===== src/rtl/fetch_stage.sv =====
// Instruction fetch stage: sequential PC generation, single-cycle-latency
// instruction memory interface, and a small in-order instruction queue
// toward decode. A zero instruction word marks program end and halts
// fetching until a redirect restarts it.
module fetch_stage #(
  parameter logic [31:0] RESET_PC = 32'h0000_0000,
  parameter int          QDEPTH   = 4
) (
  input  logic        clk,
  input  logic        reset,
  output logic        imem_req,
  output logic [31:0] imem_addr,
  input  logic [31:0] imem_rdata,
  input  logic        redirect_valid,
  input  logic [31:0] redirect_pc,
  output logic        dec_valid,
  input  logic        dec_ready,
  output logic [31:0] dec_instr,
  output logic [31:0] dec_pc,
  output logic [31:0] pc,
  output logic        fetch_complete
);

  localparam int PW = $clog2(QDEPTH);
  localparam int CW = PW + 1;

  // Architectural state
  logic [31:0]   pc_q, pc_d;
  logic [PW-1:0] head_q, head_d;
  logic [PW-1:0] tail_q, tail_d;
  logic [CW-1:0] count_q, count_d;
  logic          inflight_q, inflight_d;
  logic [31:0]   inflight_addr_q, inflight_addr_d;
  logic          halted_q, halted_d;

  // Queue storage
  logic [31:0] q_instr [QDEPTH];
  logic [31:0] q_pc    [QDEPTH];

  // Derived control
  logic          pop;
  logic          push;
  logic          end_marker;
  logic [CW:0]   occupancy;
  logic          room;

  // Word alignment drops the low redirect bits on purpose.
  logic unused_redirect_lsbs;
  assign unused_redirect_lsbs = ^redirect_pc[1:0];

  assign dec_valid = (count_q != '0);
  assign pop       = dec_valid & dec_ready;

  // A returning zero word halts fetch in the same cycle it arrives, so no
  // request is issued past the end marker.
  assign end_marker = inflight_q & (imem_rdata == 32'h0000_0000);
  assign push       = inflight_q & ~redirect_valid & ~end_marker;

  // Slots already committed (queued plus in flight) after this cycle's pop;
  // a new request is only issued when it is guaranteed a queue slot.
  assign occupancy = {1'b0, count_q} + (CW+1)'(inflight_q) - (CW+1)'(pop);
  assign room      = (occupancy < (CW+1)'(QDEPTH));

  assign imem_req  = reset & ~halted_q & ~end_marker & ~redirect_valid & room;
  assign imem_addr = pc_q;
  assign pc        = pc_q;

  assign dec_instr = dec_valid ? q_instr[head_q] : 32'h0000_0000;
  assign dec_pc    = dec_valid ? q_pc[head_q]    : 32'h0000_0000;

  assign fetch_complete = halted_q & (count_q == '0) & ~inflight_q;

  // Next-state computation for PC, queue pointers, in-flight and halt flags
  always_comb begin
    // NOTE: every variable gets a default before any branch; a path that
    // leaves one unassigned would infer a latch.
    pc_d            = pc_q;
    head_d          = head_q;
    tail_d          = tail_q;
    count_d         = count_q;
    halted_d        = halted_q;
    inflight_d      = imem_req;
    inflight_addr_d = imem_req ? pc_q : inflight_addr_q;

    if (redirect_valid) begin
      // Redirect overrides any push, pop or pending response this cycle.
      pc_d     = {redirect_pc[31:2], 2'b00};
      head_d   = '0;
      tail_d   = '0;
      count_d  = '0;
      halted_d = 1'b0;
    end else begin
      if (imem_req)   pc_d     = pc_q + 32'd4;
      if (end_marker) halted_d = 1'b1;
      if (push)       tail_d   = tail_q + PW'(1);
      if (pop)        head_d   = head_q + PW'(1);
      count_d = count_q + CW'(push) - CW'(pop);
    end
  end

  // State registers, cleared asynchronously on reset
  always_ff @(posedge clk or negedge reset) begin
    if (!reset) begin
      // NOTE: sequential state uses non-blocking assignments so every
      // register samples the pre-edge values of the others.
      pc_q            <= RESET_PC;
      head_q          <= '0;
      tail_q          <= '0;
      count_q         <= '0;
      inflight_q      <= 1'b0;
      inflight_addr_q <= 32'h0000_0000;
      halted_q        <= 1'b0;
    end else begin
      pc_q            <= pc_d;
      head_q          <= head_d;
      tail_q          <= tail_d;
      count_q         <= count_d;
      inflight_q      <= inflight_d;
      inflight_addr_q <= inflight_addr_d;
      halted_q        <= halted_d;
    end
  end

  // Queue payload write at the tail
  // NOTE: the storage array has no reset; stale entries are never visible
  // because outputs are masked by dec_valid and pointers are reset.
  always_ff @(posedge clk) begin
    if (push) begin
      q_instr[tail_q] <= imem_rdata;
      q_pc[tail_q]    <= inflight_addr_q;
    end
  end

endmodule


===== config.mk =====
export PLATFORM = sky130hd
export DESIGN_NAME = fetch_stage
export DESIGN_NICKNAME = d
export VERILOG_FILES = /design/src/rtl/fetch_stage.sv
export SDC_FILE = /design/constraint.sdc
export NUM_CORES = 1
export LEC_CHECK = 0
export ABC_AREA = 1
export CAP_MARGIN = 20
export CORE_ASPECT_RATIO = 0.7
export CORE_MARGIN = 5
export CORE_UTILIZATION = 30
export CTS_BUF_LIST = sky130_fd_sc_hd__clkbuf_2
export CTS_CLUSTER_SIZE = 30
export DETAILED_ROUTE_END_ITERATION = 12
export GPL_ROUTABILITY_DRIVEN = 0
export RECOVER_POWER = 100
export SLEW_MARGIN = 20
export SYNTH_ARGS = -nofsm -noshare
export SYNTH_HDL_FRONTEND = slang
export SYNTH_SLANG_ARGS = --single-unit

===== constraint.sdc =====
create_clock -name clk -period 4.4 [get_ports clk]
set_input_delay 0.66 -clock clk [delete_from_list [all_inputs] [get_ports clk]]
set_output_delay 0.66 -clock clk [all_outputs]
set_load 0.02 [all_outputs]

==> results of run 1 <==
[cells in the mapped netlist, types with 10 or more instances]
library cell,instances,area [sq um]
nor2_1,295,1110
edfxtp_1,248,7450
nand2_1,232,871
o21ai_0,167,836
dfrtp_1,69,1730
a21oi_1,67,335
inv_1,56,210
nand3_1,47,235
clkbuf_1,42,158
buf_4,36,270
nor3_1,19,95.1
xor2_1,18,158
buf_1,13,48.8
buf_2,10,50.1
nand3_2,10,100
[path summary, 6_finish.rpt]
check,start,endpoint
max,head_q[0],dec_pc[4]
min,redirect_pc[16],imem_addr[16]
max reg2reg,count_q[1],imem_addr[3]
min reg2reg,inflight_addr_q[21],q_pc[1][21]
max in group asynchronous,reset,head_q[0]
min in group asynchronous,reset,imem_addr[7]
[repair_timing]
item,CTS,global route
hold endpoints to repair,69,0
resized for setup,2,3
setup endpoints to repair,13,7
hold buffers,1,0
[cells by family (layout without fill, tap and decap cells)]
kind of cell / after synthesis / count (layout)
AOI/OAI and AO/OA: 237 / 237
xor gates and xnor gates: 19 / 19
adders and majority gates: 9 / 9
buffers and inverters: 166 / 413
DFF: 317 / 317
other: 1 / 7
and+or+nand+nor: 617 / 617
[report_power, final]
part	internal (mW)	switching, mW
sequential	3.64	0.461
combinational	1.22	2.20
clock	0.785	1.19
total	5.64	3.85
[final cells by class]
class / instances / area, sq um / share of cell area (%)
antenna: 1 / 2.50 / 0.0147
clock buffer: 120 / 601 / 3.54
clock inverter: 18 / 114 / 0.670
inverter: 61 / 235 / 1.38
multi-input combinational: 888 / 4030 / 23.7
sequential: 317 / 9180 / 54.0
tap: 612 / 766 / 4.51
timing repair buffer: 214 / 2060 / 12.1
[sequential cells by signal, summed over array words and instances, names as in the netlist]
name,cells
q_instr,128
q_pc,120
imem_addr,30
inflight_addr_q,30
count_q,3
head_q,2
tail_q,2
halted_q,1
inflight_q,1
[stage by stage]
stage,hold slack [ps],util (%)
2_1_floorplan,364,-
3_3_place_gp,498,35.3
3_5_place_dp,513,35.3
4_1_cts,177,36.9
5_1_grt,198,36.7
6_report,321,36.7
[critical path, cell delays in order (launching register included)]
cell and delay, ps:
dfrtp_4 730, buf_4 500, nor2_1 90, nor2_1 90
o21ai_0 100, a21oi_1 270, clkdlybuf4s50_1 720
[routing by layer]
layer	GRT usage (%)	wire length (microns)
met5	0	0
met4	4.88	683
met1	21.3	18400
met3	4.08	2360
met2	22.1	17500
==> results.md, run 1 <==
- Fin crit share: about 93%
- Area grow syn2layout: 21.5%
- Initial core utilization: 30.2%
- Die area: between 50000 and 60000 sq um
- IO buf count: 190
- Filler instances: 4619
- Most frequent cells in the layout: 291 x nor2_1, 248 x edfxtp_1, 235 x nand2_1
- Crit path arrival time: about 3400 ps
- Total Power: 9.49 mW
- Number of standard cells after synthesis: about 1400
- Mapped Area: between 10000 and 15000 sq um
- Startpoint Class: flop
- Largest family of logic cells by synthesized area: simple AND/OR/NAND/NOR gates
- DRT Pass-1 Iters: 5
- Multiplexer share of the synthesized area: 0%
- RSZ-0062 raised after global routing: false
- H-tree depth: 3
- Largest net degree at the start of global routing: 88
- Hold depth: 5
- Final hold vios: 0
- Slew Limit Fails: 250
- Vias per cell: approximately 4.7
- DP Worst Slack: about 580 ps
- Placed cells: 2091
- Vias in the first global route: 10300
- Critical path type: flop to output port
- Post-route insts no fill: around 2200
- Num CTS Buffers: 80
- Required @ worst endpoint: about 3700 ps
- Maximum Capacitance Violations: 6
- First-pass GRT wire length: a little under 60000 microns
- Predominant post-synthesis flop cell: edfxtp_1
- Design Area, Final: approximately 17000 sq um
- Clk_skew: 85.1 ps
- Slew HR: -19.9%
- Crit path capture type: output port
- Drt wl/cell: 17.4 microns
- Die span in x: 268 microns
- Worst-path fanout max: 38
- Commonest non-fill, non-tap cell in the layout: nor2_1
- Compound-Gate Fraction of Synth Area: about 8.5%
- DRT iter0 DRCs: 650
- Reg clk slew, reported paths: about 100 ps
- Via count: 10400
- Post-synthesis simple-gate area fraction: 18.0%
- Core Area: between 40000 and 50000 sq um
- Status: complete, but fails checks
- Post-synth cell types: 32
- Fraction of synthesis flops using an asynchronous set or reset pin: 21.8%
- Postcts setup bufs: 0
- Achievable Freq: roughly 0.25 GHz
- Placed cell area: roughly 16000 sq um
- Routed WL: 38900 microns
- Die height: around 190 microns
- # rows: 66
- DP HPWL: around 24000 microns
- Tightest Pin Transition: between 1500 and 2000 ps
- XOR/XNOR share of the synthesized area: 1.19%
- Ratio of cells with drive above 1 in the final layout: between 10% and 20%
- Bufs on Longest Clock Path: 3
- CTS tree: yes
- Final setup fails: 0
- Register bit total from synthesis: 317
- Final ANT Viol Nets: 0
- Nets: 1639
- Clock root cell: clkbuf_2
- DRC: 0
- Failing checks: max-capacitance violations, max-slew violations
- Synth warn: 0
- LEAKAGE: 6.67 nW
- GR Overflow Total: 0
- Fin crit period: 4080 ps
- Worst hold-check path type: input pin to flop
- IO Pins: just under 200
- Reg2Reg Setup Slack: approximately 570 ps
- Initial antenna violation count: 1
- Setup TNS: 0 ps
- Clk_lat worst skew: roughly 980 ps
- Post-synth EDFFs: around 250
- Register area share after synthesis: between 60% and 70%
- Final WS setup: between 300 and 400 ps
- GRT Resource Usage Total: ~15%
- Clk sink count: 317
- Max VDD drop: ~0.00033 V
- Worst Reg-to-Reg Cells: 17
- Syn avg cell area: 10.2 sq um
- Cell Pwr Density: 559 nW/um^2
- Adder-cell share of the synthesized area: 0.859%
Note: power is estimated with default switching activity, not from simulation.
==> run 2, diff against run 1 <==
--- a/config.mk
+++ b/config.mk
@@ -14,6 +14,7 @@
 export CTS_CLUSTER_SIZE = 30
 export DETAILED_ROUTE_END_ITERATION = 12
 export GPL_ROUTABILITY_DRIVEN = 0
+export HOLD_SLACK_MARGIN = 0.02
 export RECOVER_POWER = 100
 export SLEW_MARGIN = 20
 export SYNTH_ARGS = -nofsm -noshare
==> constraint.sdc (replaced) <==
create_clock -name clk -period 4.4 [get_ports clk]
set_input_delay 0.88 -clock clk [delete_from_list [all_inputs] [get_ports clk]]
set_output_delay 0.88 -clock clk [all_outputs]
set_load 0.02 [all_outputs]
==> results.md, run 2 (synthesis results as in run 1) <==
- Status: complete, but fails checks
- Failing checks: max-capacitance violations, max-slew violations
- Post-route insts no fill: 2236 (+0.22%)
- DRC: 0 (unchanged)
- IO Pins: 199 (unchanged)
- Drt wl/cell: 17.4 microns (-0.33%)
- Placed cells: 2093 (+0.096%)
- Num CTS Buffers: 80 (unchanged)
- Reg clk slew, reported paths: 100 ps (about the same)
- Cell Pwr Density: 562 nW/um^2 (+0.56%)
- Required @ worst endpoint: 3520 ps (-220 ps)
- Largest register by flop count: q_instr
- Max FFs per register: 128 (unchanged)
- Core Area: 46200 sq um (unchanged)
- Worst-path fanout max: 55 (+45%)
- Final WS setup: 278 ps (-42.2 ps)
- Fin crit period: 4120 ps (+42.2 ps)
- Biggest regs: q_instr (128), q_pc (120)
- Commonest non-fill, non-tap cell in the layout: nor2_1
- Area grow syn2layout: 21.8%
- Die span in x: 268 microns (unchanged)
- RSZ-0062 raised after global routing: false
- Postcts setup bufs: 0 (unchanged)
- Ratio of cells with drive above 1 in the final layout: 10.5% (+0.16 points)
- First-pass GRT wire length: 59800 microns (+1.2%)
- Max VDD drop: 0.000201 V (-39%)
- Die area: 51100 sq um (unchanged)
- Final ANT Viol Nets: 0 (unchanged)
- DP Worst Slack: 197 ps (-386 ps)
- Startpoint Class: flop
- # rows: 66 (unchanged)
- Worst hold-check path type: flop to flop
- Achievable Freq: 0.243 GHz (-1.0%)
- DRT Pass-1 Iters: 5 (unchanged)
- Crit path buf inv count: 2 (unchanged)
- Largest stage delay, worst path: 710 ps (-20 ps)
- Tightest Pin Transition: 1760 ps (-40.2 ps)
- Crit path arrival time: 3240 ps (-180 ps)
- Cell Chain, Critical Path: clkbuf_4 -> nor2_1 -> nor2_1 -> o21ai_0 -> a21oi_1 -> dlygate4sd3_1
- Slew Limit Fails: 226 (-9.6%)
- Delay-heaviest family, CP: buffers and inverters
- Critical path type: flop to output port
- Setup TNS: 0 ps (unchanged)
- Worst hold slack: 465 ps (+145 ps)
- Crit path capture type: output port
- Largest net degree at the start of global routing: 88 (unchanged)
- GRT Resource Usage Total: 15.0% (+0.082 points)
- LEAKAGE: 6.69 nW (+0.19%)
- Vias per cell: 4.66 (-0.17%)
- H-tree depth: 3 (unchanged)
- DRT iter0 DRCs: 727 (+12%)
- Clk_lat worst skew: 960 ps (-20 ps)
- Slew HR: -17.2% (+2.7 points)
- Total Power: 9.57 mW (+0.76%)
- Fin crit share: 93.7% (+0.96 points)
- Nets: 1640 (+0.061%)
- GR Overflow Total: 0 (unchanged)
- Post-cts hold buffer count: 0 (-1)
- Clk_skew: 73.3 ps (-11.8 ps)
- Vias in the first global route: 10500 (+1.7%)
- Cell mode on critical path: nor2_1
- Initial antenna violation count: 2 (+1)
- CTS tree: yes
- Final setup fails: 0 (unchanged)
- Routed WL: 38900 microns (-0.11%)
- Clk sink count: 317 (unchanged)
- Via count: 10400 (+0.058%)
- Bufs on Longest Clock Path: 3 (unchanged)
- IO buf count: 190 (unchanged)
- Initial core utilization: 30.2% (unchanged)
- Critical-path top delay cell: dlygate4sd3_1
- Maximum Capacitance Violations: 5 (-1)
- DP HPWL: 24500 microns (+0.55%)
- Final hold vios: 0 (unchanged)
- Die height: 191 microns (unchanged)
- Clock root cell: clkbuf_2
- Most frequent cells in the layout: 293 x nor2_1, 248 x edfxtp_1, 232 x nand2_1
## run 2: final cells by class
| class | count | area (sq um) |
|---|---|---|
| Clock inverter | 23 | 163 |
| Multi-Input combinational cell | 888 | 4030 |
| Timing Repair Buffer | 215 | 2060 |
| Tap cell | 612 | 766 |
| Inverter | 61 | 230 |
| Clock buffer | 118 | 591 |
| Fill cell | 4568 | 29200 |
| Sequential cell | 317 | 9180 |
| Antenna cell | 2 | 5.00 |
## run 2: power breakdown
part	internal, mW	switching [mW]	leakage, nW
Sequential	3.64	0.431	3.13
Combinational	1.23	2.22	2.99
Clock	0.838	1.21	0.565
## run 2: layer usage
metal	share of wire, %	GRT usage [%]
met1	48	21.5
met2	44	22.8
met3	5.9	3.65
met4	1.7	4.19
met5	0.033	0
## run 2: timing repair
item	CTS	global route
endpoints found under the setup margin	1	35
pin swaps	0	0
cloned	0	0
gates resized for setup	1	5
## run 2: worst register-to-register path, stage by stage (launching register included)
cell and delay [ps]:
dfrtp_1 430, nor2_1 70, nand2_2 150, nand2_4 100, inv_1 80, nand2_1 50
ha_1 290, nand2_1 60, inv_1 60, nand4_1 140, nand3_1 120, nand2_2 80
nand3_4 60, clkbuf_2 1220, nand2_1 240, clkbuf_2 380, nand2_1 140, nand2_1 50
## run 2: final timing paths
check / end / depth (start not counted) / slack, ps / start
min: q_pc[0][25] / 0 / 470 / inflight_addr_q[25]
min in group asynchronous: imem_addr[31] / 2 / 660 / reset
max in group asynchronous: head_q[1] / 2 / 2370 / reset
max: dec_instr[23] / 6 / 280 / head_q[0]
min reg2reg: q_pc[0][25] / 0 / 470 / inflight_addr_q[25]
max reg2reg: imem_addr[27] / 17 / 590 / count_q[1]
## run 2: metrics by stage
step	utilization (%)	area, sq um
6_report	36.8	17000
5_1_grt	36.8	17000
4_1_cts	37.0	17100
3_5_place_dp	35.4	16400
3_3_place_gp	35.4	16400
2_1_floorplan	-	14000
==> run 3, diff against run 2 <==
--- a/config.mk
+++ b/config.mk
@@ -5,9 +5,8 @@
 export SDC_FILE = /design/constraint.sdc
 export NUM_CORES = 1
 export LEC_CHECK = 0
-export ABC_AREA = 1
 export CAP_MARGIN = 20
-export CORE_ASPECT_RATIO = 0.7
+export CORE_ASPECT_RATIO = 1.5
 export CORE_MARGIN = 5
 export CORE_UTILIZATION = 30
 export CTS_BUF_LIST = sky130_fd_sc_hd__clkbuf_2
==> results.md, run 3 <==
- Clk sink count: 317 (unchanged)
- Drt wl/cell: 20.2 microns (+16%)
- Max VDD drop: 0.000261 V (+30%)
- Crit path capture type: output port
- Status: complete, but fails checks
- Biggest regs: q_instr (128), q_pc (120)
- P_int: 5.79 mW (+1.5%)
- CTS tree: yes
- Core Area: 44000 sq um (-4.9%)
- Cell Chain, Critical Path: buf_4 -> mux4_2 -> and2_1 -> dlygate4sd3_1
- DRC: 0 (unchanged)
- Maximum Capacitance Violations: 5 (unchanged)
- Placed cell area: 15900 sq um (-3.0%)
- Top cell type's share of synthesized area: 55.8% (+2.5 points)
- Vias in the first global route: 8697 (-17%)
- Reg clk slew, reported paths: 110 ps (about the same)
- Clk_skew: 113 ps (+39.8 ps)
- Bufs on Longest Clock Path: 3 (unchanged)
- Achievable Freq: 0.245 GHz (+0.80%)
- Most instantiated library cell after synthesis: edfxtp_1
- Final hold vios: 0 (unchanged)
- Initial core utilization: 30.3% (+0.11 points)
- Failing checks: max-capacitance violations, max-slew violations
- Largest stage delay, worst path: 890 ps (+180 ps)
- DP HPWL: 21700 microns (-12%)
- First-pass GRT wire length: 51500 microns (-14%)
- Synth area leader: edfxtp_1
- Max FFs per register: 128 (unchanged)
- Largest register by flop count: q_instr
- Worst-path fanout max: 39 (-29%)
- Synth warn: 0 (unchanged)
- Top post-synthesis cells by area: edfxtp_1 56%, dfrtp_1 13%, mux4_2 10%
- Routed WL: 33600 microns (-13%)
- Sw Pwr: 2.94 mW (-24%)
- LEAKAGE: 5.49 nW (-18%)
- DP Worst Slack: 223 ps (+25.7 ps)
- Most frequent cells in the layout: 248 x edfxtp_1, 125 x clkbuf_2, 113 x dlygate4sd3_1
- Num CTS Buffers: 76 (-5.0%)
- Tightest Pin Transition: 1670 ps (-83.6 ps)
- Post-synth cell types: 48 (+50%)
- Nets: 1104 (-33%)
- Die area: 48900 sq um (-4.3%)
- Synth top cells by count: 248 x edfxtp_1, 69 x dfrtp_1, 65 x and2_1, 62 x mux4_2, 41 x nor2_1
- Clock root cell: clkbuf_2
- Die span in x: 182 microns (-32%)
- Delay-heaviest family, CP: buffers and inverters
- Fin crit share: 92.9% (-0.75 points)
- IO buf count: 190 (unchanged)
- Critical-path top delay cell: dfrtp_4
- Mapped Area: 13300 sq um (-4.5%)
- Final WS setup: 310 ps (+32.9 ps)
- Register area share after synthesis: 68.8% (+3.1 points)
- Crit path arrival time: 3210 ps (-30 ps)
- IO Pins: 199 (unchanged)
- Initial antenna violation count: 2 (unchanged)
- GR Overflow Total: 0 (unchanged)
- Register bit total from synthesis: 317 (unchanged)
- Design Area, Final: 16500 sq um (-3.2%)
- Postcts setup bufs: 0 (unchanged)
- DRT Pass-1 Iters: 4 (-1)
- Fraction of synthesis flops using an asynchronous set or reset pin: 21.8% (unchanged)
- Final ANT Viol Nets: 0 (unchanged)
- Post-synth EDFFs: 248 (unchanged)
- Ratio of cells with drive above 1 in the final layout: 23.3% (+13 points)
- Clk_lat worst skew: 940 ps (-20 ps)
- Area grow syn2layout: 23.4%
- Switching Fraction: 33.6% (-6.7 points)
- Required @ worst endpoint: 3520 ps (about the same)
- Die height: 268 microns (+41%)
- Number of standard cells after synthesis: 801 (-41%)
- Syn avg cell area: 16.7 sq um (+63%)
- Commonest non-fill, non-tap cell in the layout: edfxtp_1
- Flop pwr share: 46.0% (+3.5 points)
- Fin crit period: 4090 ps (-32.9 ps)
- Combinational share of power: 31.8% (-4.3 points)
- Final setup fails: 0 (unchanged)
- # rows: 94 (+42%)
- Cell Pwr Density: 530 nW/um^2 (-5.7%)
- GRT Resource Usage Total: 13.9% (-1.2 points)
- Vias per cell: 4.78 (+2.6%)
- Slew HR: -11.7% (+5.6 points)
- Clock share of power: 22.1% (+0.7 points)
- Worst hold-check path type: flop to flop
- Startpoint Class: flop
- Crit path buf inv count: 2 (unchanged)
- Predominant post-synthesis flop cell: edfxtp_1
- Via count: 7948 (-24%)
- H-tree depth: 3 (unchanged)
- Utilization after layout: 37.4% (+0.63 points)
- Critical path type: flop to output port
- DRT iter0 DRCs: 330 (-55%)
- RSZ-0062 raised after global routing: false
- Largest net degree at the start of global routing: 67 (-24%)
- Slew Limit Fails: 89 (-61%)
## run 3: cell families after synthesis
kind of cell	count (synthesis)	synth area share, %
AOI/OAI and AO/OA	69	3.75
adders and majority gates	9	0.900
and+or+nand+nor	211	9.23
muxes	92	13.0
buffers and inverters	96	3.95
DFF	317	68.8
other	1	0.0281
xor gates and xnor gates	6	0.394
## run 3: through the flow
stage	TNS (ps)	power, mW	cells	hold WS (ps)
floorplan	-63340	5.75	806	472
global placement	0	6.97	1523	485
detailed placement	0	7.03	1523	504
CTS	0	9.00	1661	339
global route	0	9.27	1663	396
finish	0	8.73	1663	497
## run 3: path summary, 6_finish.rpt
| check | startpoint | to | slack, ps | cells past startpoint |
|---|---|---|---|---|
| max | head_q[1] | dec_instr[19] | 310 | 4 |
| min | inflight_addr_q[8] | q_pc[0][8] | 500 | 0 |
| max reg2reg | inflight_q | q_instr[1][3] | 620 | 7 |
| min reg2reg | inflight_addr_q[8] | q_pc[0][8] | 500 | 0 |
| max in group asynchronous | reset | head_q[1] | 1060 | 4 |
| min in group asynchronous | reset | inflight_addr_q[14] | 1200 | 3 |
## run 3: repair_timing
action | in CTS | in global routing
hold buffers | 1 | 0
hold endpoints to repair | 25 | 0
gates resized for setup | 2 | 2
endpoints found under the setup margin | 2 | 1
## run 3: per-layer routing
layer,part of all wire (%),wire [microns],GRT usage [%],vias up
met1,38,12800,15.6,4019
met4,1.6,530,4.73,0
met5,0,0,0,-
met3,5.8,1940,3.53,42
li1,-,-,-,3606
met2,55,18400,25.5,281
## run 3: power groups by stage
| stage | Combinational (mW) | Clock, mW | Sequential [mW] |
|---|---|---|---|
| final | 2.78 | 1.93 | 4.02 |
| after CTS | 2.94 | 2.03 | 4.03 |
| after global routing | 3.01 | 2.18 | 4.08 |
| after floorplan | 1.79 | 0 | 3.96 |
| after detailed placement | 2.94 | 0 | 4.09 |
| after global placement | 2.92 | 0 | 4.06 |
## run 3: area by class of cell
type | instances | area, sq um
well taps | 576 | 721
fillers | 4235 | 27500
repair buffers | 225 | 2120
multi-input cells | 393 | 3680
clock buffers | 117 | 586
flip-flops and latches | 317 | 9180
clock inverters | 20 | 126
inverters | 14 | 52.6
diodes | 1 | 2.50
